**src/rtl/an_encoder_mul_seq.sv**
```systemverilog
// Sequential AN-code encoder: W = A * N via a shift-add over the bits of A,
// one bit per cycle, fixed latency, valid/ready handshakes on input and output.
module an_encoder_mul_seq #(
    parameter int A        = 131,
    parameter int A_BITS   = 8,
    parameter int N_BITS   = 52,
    parameter int W_BITS   = 61,
    parameter int CNT_BITS = 4
) (
    input  logic              clk,
    input  logic              rst,
    input  logic              in_valid,
    output logic              in_ready,
    input  logic [N_BITS-1:0] N,
    output logic              out_valid,
    input  logic              out_ready,
    output logic [W_BITS-1:0] W,
    output logic              busy
);

    if (W_BITS < N_BITS + A_BITS) begin : g_bad_width
        $error("an_encoder_mul_seq: W_BITS must be >= N_BITS + A_BITS");
    end
    if ((A % 2) == 0 || A <= 1) begin : g_bad_a
        $error("an_encoder_mul_seq: A must be odd and greater than 1");
    end
    if ((1 << CNT_BITS) <= A_BITS) begin : g_bad_cnt
        $error("an_encoder_mul_seq: CNT_BITS too small for A_BITS iterations");
    end

    typedef enum logic [1:0] {IDLE, MUL, OUT} state_t;

    localparam logic [CNT_BITS-1:0] CNT_LAST = CNT_BITS'(A_BITS - 1);

    state_t              state_q, state_d;
    logic [W_BITS-1:0]   acc_q, acc_d;
    logic [W_BITS-1:0]   mcand_q, mcand_d;
    logic [A_BITS-1:0]   a_sh_q, a_sh_d;
    logic [CNT_BITS-1:0] cnt_q, cnt_d;
    logic [W_BITS-1:0]   w_q, w_d;
    logic                out_valid_q, out_valid_d;
    logic [W_BITS-1:0]   sum;

    assign in_ready  = (state_q == IDLE) && !rst;
    assign busy      = (state_q != IDLE);
    assign out_valid = out_valid_q;
    assign W         = w_q;

    // The last iteration's add must be folded into the captured result.
    assign sum = acc_q + (a_sh_q[0] ? mcand_q : '0);

    always_comb begin
        state_d     = state_q;
        acc_d       = acc_q;
        mcand_d     = mcand_q;
        a_sh_d      = a_sh_q;
        cnt_d       = cnt_q;
        w_d         = w_q;
        out_valid_d = out_valid_q;
        case (state_q)
            IDLE: begin
                if (in_valid && in_ready) begin
                    mcand_d = W_BITS'(N);
                    a_sh_d  = A_BITS'(A);
                    acc_d   = '0;
                    cnt_d   = '0;
                    state_d = MUL;
                end
            end
            MUL: begin
                acc_d   = sum;
                mcand_d = mcand_q << 1;
                a_sh_d  = a_sh_q >> 1;
                cnt_d   = cnt_q + CNT_BITS'(1);
                if (cnt_q == CNT_LAST) begin
                    w_d         = sum;
                    out_valid_d = 1'b1;
                    state_d     = OUT;
                end
            end
            OUT: begin
                if (out_valid_q && out_ready) begin
                    out_valid_d = 1'b0;
                    state_d     = IDLE;
                end
            end
            default: state_d = IDLE;
        endcase
    end

    always_ff @(posedge clk or posedge rst) begin
        if (rst) begin
            state_q     <= IDLE;
            acc_q       <= '0;
            mcand_q     <= '0;
            a_sh_q      <= '0;
            cnt_q       <= '0;
            w_q         <= '0;
            out_valid_q <= 1'b0;
        end else begin
            state_q     <= state_d;
            acc_q       <= acc_d;
            mcand_q     <= mcand_d;
            a_sh_q      <= a_sh_d;
            cnt_q       <= cnt_d;
            w_q         <= w_d;
            out_valid_q <= out_valid_d;
        end
    end

endmodule

```
**config.mk**
```make
export PLATFORM = sky130hd
export DESIGN_NAME = an_encoder_mul_seq
export DESIGN_NICKNAME = d
export VERILOG_FILES = /design/src/rtl/an_encoder_mul_seq.sv
export SDC_FILE = /design/constraint.sdc
export NUM_CORES = 1
export LEC_CHECK = 0
export ABC_AREA = 1
export BUFFER_PORTS_ARGS = -buffer_cell sky130_fd_sc_hd__buf_2
export CORE_MARGIN = 1.5
export CORE_UTILIZATION = 65
export CTS_CLUSTER_DIAMETER = 200
export DETAILED_ROUTE_END_ITERATION = 6
export PLACE_DENSITY = 0.95
export RECOVER_POWER = 50
export SETUP_SLACK_MARGIN = 0.2
export SLEW_MARGIN = 20
export SYNTH_ARGS = -nofsm -noshare
export SYNTH_HDL_FRONTEND = slang
export SYNTH_SLANG_ARGS = --single-unit
```
**constraint.sdc**
```tcl
create_clock -name clk -period 9 [get_ports clk]
set_input_delay 0.45 -clock clk [delete_from_list [all_inputs] [get_ports clk]]
set_output_delay 0.45 -clock clk [all_outputs]
set_load 0.005 [all_outputs]
```
# == Word-level counts from Yosys, hierarchy flattened ==
# Index checks and enable logic that the tools add are counted.
# word_totals
regBits,198
word_cells,43
output_inout_bits,64
# op_classes
n_eq_ne,6
add_sub_neg,2
n_reduce_logical,12
n_mux,16
# ops
op,n
$pmux W61 S2,2
$mux W61,3
$add A61 B61 Y61,1
$pmux W8 S2,1
$mux W8,1
$pmux W4 S2,1
$mux W2,3
$pmux W2 S3,1
$reduce_and A3 Y1,2
$reduce_bool A2 Y1,3
$add A4 B1 Y4 const B,1
$eq A4 B3 Y1 const B,1
$mux W4,1
$ne A2 B2 Y1 const B,2
$reduce_and A2 Y1,2
$logic_and A1 B1 Y1,3
$eq A2 B1 Y1 const B,1
$eq A2 B2 Y1 const B,1
$logic_not A2 Y1,1
$mux W1,2
$ne A2 B1 Y1 const B,1
$pmux W1 S2,1
$logic_not A1 Y1,1

# == Depth between registers and ports, before layout ==
# Gate-level depths: netlist of run 1.
# depth
word_depth,5
depth_mapped,20

# == Least setup slack after synthesis of run 1 ==
# No wires, ideal clock.
# synth_timing
kind,register -> register
from,register a_sh_q[0]
to,register w_q[44] (netlist: W[44])
path_stages_with_launch,19
setup_time_ns,0.118
setup_slack_ns,6.535
path_buffers,2
required_ns,8.882
arrival_time_ns,2.347
path_cell_list,dfrtp_1 -> clkbuf_1 -> clkbuf_1 -> nand2_1 -> inv_1 -> ha_1 -> inv_1 -> fa_1 -> nor2_1 -> or2_1 -> nand2_1 -> nand2_1 -> nand2_1 -> nand2_2 -> nand2_1 -> nand2_1 -> nand2_1 -> nand3_1 -> nand2_1
# synth_between
elab_chain_len,2
# synth_lines
element,line_no,rtl
from (decl),38,"logic [A_BITS-1:0] a_sh_q, a_sh_d;"
from (signal assigned),104,a_sh_q <= a_sh_d;
$mux W61,50,assign sum = acc_q + (a_sh_q[0] ? mcand_q : '0);
$add A61 B61 Y61,50,
to (signal assigned),106,w_q <= w_d;
to (decl),40,"logic [W_BITS-1:0] w_q, w_d;"
# No other way between the ends.
# A chain may end at the register's enable or synchronous reset.

# == Worst setup path after layout of run 1 ==
# layout_timing
from,register state_q[0]
to,register mcand_q[10]
# layout_between
elab_chain_len,5
# layout_lines
element,line_no,rtl
from (decl),35,"state_t state_q, state_d;"
from (signal assigned),101,state_q <= state_d;
$logic_not A2 Y1,"44, 60",
$logic_and A1 B1 Y1,44,assign in_ready = (state_q == IDLE) && !rst;
$logic_and A1 B1 Y1,62,if (in_valid && in_ready) begin
$ne A2 B1 Y1 (no line),n/a,
$reduce_and A2 Y1 (no line),n/a,
to (signal assigned),103,mcand_q <= mcand_d;
to (decl),37,"logic [W_BITS-1:0] mcand_q, mcand_d;"
# Parallel ways exist; a longest one is shown, timed or not.

==> results of run 1 <==
[cell usage in the layout (no fill, tap or decap), types with 2 or more instances in the layout]
cell type / count
a21boi_1: 2
a21oi_1: 46
a221oi_1: 51
a22o_1: 2
and2_1: 4
buf_2: 90
buf_4: 6
clkbuf_1: 28
clkbuf_16: 17
clkinv_8: 4
dfrtp_1: 197
ha_1: 61
inv_1: 411
inv_12: 6
inv_16: 2
inv_2: 13
inv_8: 2
nand2_1: 802
nand2_2: 9
nand3_1: 124
nand3b_1: 7
nand4_1: 9
nor2_1: 90
nor2_2: 18
nor2_4: 2
nor3_1: 61
nor3_2: 4
nor3_4: 2
o21ai_0: 42
o21ai_1: 12
o21bai_1: 7
o22ai_1: 14
or2_2: 2
xnor2_1: 21
xor2_1: 6
[registers in the layout, indices dropped and copies added, names as in the netlist]
| signal | flops |
|---|---|
| W | 61 |
| a_sh_q | 8 |
| acc_q | 61 |
| cnt_q | 4 |
| mcand_q | 61 |
| out_valid | 1 |
| state_q | 2 |
[final cells by class]
type                    instances  share of cell area
clock buffers                  17             0.02828
clock inverters                15             0.01556
flip-flops and latches        198              0.3297
inverters                     426              0.1065
repair buffers                125             0.04018
well taps                     270             0.02246
multi-input cells            1405              0.4574
[worst max-delay path: stages (launching register included)]
cell	delay, ps
dfrtp_1	410
inv_1	120
nand2_1	110
nor2_1	70
nand2_1	1320
nand2_1	980
clkinv_2	760
buf_4	870
a221oi_1	230
[layer usage]
layer  vias up  track usage
met5         -            0
met4         0       0.1708
met3       147       0.1052
met2       923       0.6294
met1      6481       0.6019
li1       6606            -
[worst paths after layout]
check / from / to / slack [ps] / cells after the start
setup / recovery: state_q[0] / mcand_q[10] / 3930 / 8
hold / removal: N[0] / mcand_q[0] / 250 / 3
setup reg to reg: state_q[0] / mcand_q[10] / 3930 / 8
hold reg to reg: W[49] / W[49] / 480 / 2
max in group asynchronous: rst / a_sh_q[0] / 4080 / 2
min in group asynchronous: rst / out_valid / 1790 / 2
[stage by stage]
step,setup slack (ps),area [sq um],utilization,hold WS (ps),std cells
after floorplan,3153,13700,-,453.4,2087
after global placement,5552,14440,0.7070,457.5,2424
after detailed placement,5452,14440,0.7070,460.2,2424
after CTS,5447,15100,0.7393,246.8,2456
after global routing,2936,15040,0.7362,242.4,2456
final,3933,15040,0.7362,245.4,2456
[logic make-up after synthesis]
logic type / Yosys count / synth area share
flip-flops: 198 / 0.3616
adder cells (fa/ha/maj): 62 / 0.05717
XOR/XNOR: 27 / 0.01726
AO/OA/AOI/OAI: 179 / 0.08365
AND/OR/NAND/NOR: 1137 / 0.3451
buffers and inverters: 484 / 0.1352
==> summary.md, run 1 <==
| Metric | Value |
|---|---|
| Core footprint | 20,430 sq um |
| Drt drc | 3 |
| Routed WL | 45,490 microns |
| Met1 wire length | 18,830 microns |
| Maximum number of pins on one net before global-route repair | 136 |
| Slew headroom | -2.904 |
| Setup TNS | 0 ps |
| FMAX | 197.3 MHz |
| CP startpoint kind | flip-flop |
| FF/Latch Area | 4959 sq um |
| ANT nets after route | 0 |
| Cell taking the most area after synthesis | dfrtp_1 |
| Worst skew pair latency | 470 ps |
| Worst EP arrival | 5350 ps |
| Post-layout min period | 5067 ps |
| CTS root buf | clkbuf_16 |
| Share of the synthesized area in the top cell type | 0.3616 |
| Seq/Total Area, Yosys | 0.3616 |
| Post-synth top flop | dfrtp_1 |
| Final Hold Fails | 0 |
| Final count of pins violating max slew | 191 |
| TritonCTS Buffers | 17 |
| Area Overhead vs Synth | 9.781% |
| Metal3 WL | 5676 microns |
| Drt pass-1 iters | 7 |
| Synth top cells by count | 800 x nand2_1, 411 x inv_1, 198 x dfrtp_1 |
| Mean post-synth cell area | 6.565 sq um |
| GRT Residual Overflow | 0 |
| Final net count | 2,291 |
| Asr flop ratio synth | 1.000 |
| Vias per inst | 5.764 |
| Dpl hpwl | 34,000 microns |
| Critical path type | reg -> reg |
| Htree depth | 4 |
| Failing checks | design-rule violations, max-capacitance violations, max-slew violations |
| Status | finished with violations |
| Syn Nets | 2,205 |
| N_diodes | 0 |
| Chip Height | 148.2 microns |
| Global-route wire length before repair | 71,410 microns |
| Post-synth EDFFs | 0 |
| Crit path capture type | flip-flop |
| Max-cap violations | 2 |
| TritonCTS clock tree | done |
| # rows | 52 |
| Worst Clk Skew | 20.82 ps |
| Starting Density | 0.6706 |
| IO Count | 120 |
| Clock buffer depth | 2 |
| RSZ-0062 raised after global routing | no |
| Count leader, synth | nand2_1 |
| Postcts setup bufs | 0 |
| CP required | 9280 ps |
| CTS Sinks | 198 |
| Routability cong. | 1.025 |
| Worst Path Max Fanout | 85 |
| # setup viols final | 0 |
| Vias in the first global route | 13,400 |
| Top Metal Used | met4 |
| Final period util | 0.5630 |
| Synth Cell Area | 13,700 sq um |
| PortBufs | 119 |
| Distinct cells, synth | 39 |
| Largest cells by area after synthesis | dfrtp_1 36%, nand2_1 22%, inv_1 11% |
| Gate Count Post-Synth | 2,087 |
| Synth Register Bits | 198 |
| # resized after CTS | 0 |
| Via count | 14,160 |
| Routed wl met2 | 19,170 microns |
| Multi-input gate area | 6879 sq um |
| Ys Warns | 0 |
| Routed WL per cell | 18.52 microns |
| Die area | 21,960 sq um |
| All-layer global routing usage | 0.4261 |
| Die span in x | 148.2 microns |
| Worst Max-Slew Pin Slew | 5824 ps |
| Hold/Removal Path Class | in -> reg |
| Initial antenna violation count | 0 |
| DR iter-0 viols | 1,517 |
| Filler cells | 1,633 |
| Hold buffer count at CTS | 0 |
| Reg clk slew, reported paths | 100 ps |
| Fraction of layout cells with a size suffix above 1 | 0.08417 |
Power of run 1 is not shown: default switching activity piles up to over one toggle a cycle in this logic, so the estimate is an artifact.
==> run 2: changes to the inputs <==
Settings changed: CORE_UTILIZATION 65 to 55, PLACE_DENSITY 0.95 to 0.88.
Clock period 9 ns to 4.4 ns, I/O delays scaled along.
==> run 2 against run 1 <==
- the run ends with max-capacitance violations, max-slew violations left
- cell area rose by 1.0%
- fmax rose by 46%
- non-clock buffer count rose by 4
- sequential share of layout area fell by 0.35 points
- critical path depth fell by 1
- critical endpoint is now mcand_q[16]
==> summary.md, run 2 (same netlist as run 1, synthesis figures left out) <==
| Metric | Value |
|---|---|
| Status | finished with violations |
| Failing checks | max-capacitance violations, max-slew violations |
| CP required | 4680 ps (-4600 ps) |
| Starting Density | 0.5617 (-0.1089) |
| Most common cell after layout, fill and taps aside | nand2_1 |
| Hold/Removal Path Class | in -> reg |
| Worst Path Max Fanout | 49 (-42%) |
| Worst skew pair latency | 460 ps (about the same) |
| PortBufs | 119 (unchanged) |
| Final net count | 2,295 (+0.17%) |
| Die area | 25,870 sq um (+18%) |
| Commonest cells after routing, fill and taps aside | 800 x nand2_1, 412 x inv_1, 197 x dfrtp_1, 124 x nand3_1, 101 x buf_2 |
| Area Overhead vs Synth | 10.89% |
| Worst Max-Slew Pin Slew | 2440 ps (-3385 ps) |
| CTS Sinks | 198 (unchanged) |
| Reg2Reg Depth | 7 (-1) |
| CTS root buf | clkbuf_16 |
| Final count of pins violating max slew | 94 (-51%) |
| TritonCTS Buffers | 17 (unchanged) |
| Via count | 13,440 (-5.1%) |
| Worst reg-to-reg setup slack | 920 ps (-3010 ps) |
| All-layer global routing usage | 0.3481 (-0.07802) |
| Routed WL | 43,710 microns (-3.9%) |
| Critical path type | reg -> reg |
| DR iter-0 viols | 1,238 (-18%) |
| # setup viols final | 0 (unchanged) |
| Vias in the first global route | 12,740 (-4.9%) |
| GRT Residual Overflow | 0 (unchanged) |
| Fraction of layout cells with a size suffix above 1 | 0.09132 (+0.007152) |
| Max-cap violations | 1 (-1) |
| Worst Clk Skew | 23.01 ps (+2.193 ps) |
| FF-to-FF Start | state_q[0] |
| Postcts setup bufs | 0 (unchanged) |
| Routed WL per cell | 17.39 microns (-6.1%) |
| Slew headroom | -0.6264 (+2.278) |
| Min-delay src | N[0] |
| Worst EP arrival | 3760 ps (-1590 ps) |
| Final period util | 0.7912 (+0.2281) |
| WHS Path Cells | 3 (unchanged) |
| Initial antenna violation count | 0 (unchanged) |
| # rows | 57 (+9.6%) |
| Drt pass-1 iters | 6 (-1) |
| IO Count | 120 (unchanged) |
| CP startpoint kind | flip-flop |
| Setup TNS | 0 ps (unchanged) |
| Clock buffer depth | 2 (unchanged) |
| Vias per inst | 5.347 (-7.2%) |
| Routability cong. | 1.005 (-1.9%) |
| TritonCTS clock tree | done |
| Dpl hpwl | 33,830 microns (-0.52%) |
| Core footprint | 24,390 sq um (+19%) |
| Global-route wire length before repair | 69,250 microns (-3.0%) |
| Reg clk slew, reported paths | 100 ps (about the same) |
| Final Hold Fails | 0 (unchanged) |
| Crit path capture type | flip-flop |
| RSZ-0062 raised after global routing | no |
| Worst flop-to-flop path endpoint | mcand_q[16] |
| Die span in x | 160.8 microns (+8.5%) |
| End of the worst hold path | mcand_q[0] |
| Chip Height | 160.8 microns (+8.5%) |
| Maximum number of pins on one net before global-route repair | 199 (+46%) |
| Post-layout min period | 3481 ps (-1586 ps) |
| Htree depth | 4 (unchanged) |
| ANT nets after route | 0 (unchanged) |
| FMAX | 287.3 MHz (+46%) |
| N_diodes | 0 (unchanged) |
| Drt drc | 0 (-3) |
[run 2: routing by layer]
layer | up-vias | track usage | routed length (microns)
met3 | 57 | 0.06353 | 3831
met1 | 6232 | 0.5156 | 20370
li1 | 6630 | - | -
met5 | - | 0 | 0
met4 | 0 | 0.08418 | 860
met2 | 523 | 0.5262 | 18650
[run 2: what timing repair did]
item,in CTS,in global routing
hold buffers,0,1
gates resized for setup,0,0
hold endpoints to repair,0,42
[run 2: how the worst max path moves through the flow]
stage	slack (ps)	startpoint	end
final	920	state_q[0]	mcand_q[16]
after global routing	680	a_sh_q[0]	acc_q[32]
after CTS	1030	a_sh_q[0]	acc_q[32]
after detailed placement	1060	a_sh_q[0]	acc_q[32]
after global placement	1140	a_sh_q[0]	acc_q[32]
after floorplan	1620	rst	W[0]
[run 2: per-stage QoR]
step	instances	utilization	instance area, sq um	hold slack, ps	worst slack, ps
finish	2514	0.6229	15190	20.64	918.8
CTS	2512	0.6229	15190	10.87	1034
detailed placement	2480	0.5959	14540	462.3	1063
floorplan	2087	-	13700	366.8	1620
global placement	2480	0.5959	14540	457.8	1136
global route	2514	0.6229	15190	13.35	682.8
[run 2: layout make-up]
class,count,area [sq um]
fill,2354,9198
multi-input combinational,1405,6902
sequential,198,4956
inverter,426,1604
timing repair buffer,129,668.1
clock buffer,17,425.4
tap,324,405.4
clock inverter,15,232.7
[run 2: worst max-delay path, stage by stage, from the launching register on]
cell,delay [ps]
dfrtp_1,410
inv_1,140
nor2_4,40
inv_1,1000
nand2_4,330
clkinv_2,630
buf_4,530
a221oi_1,180
Power of run 2 is left out for the same reason.
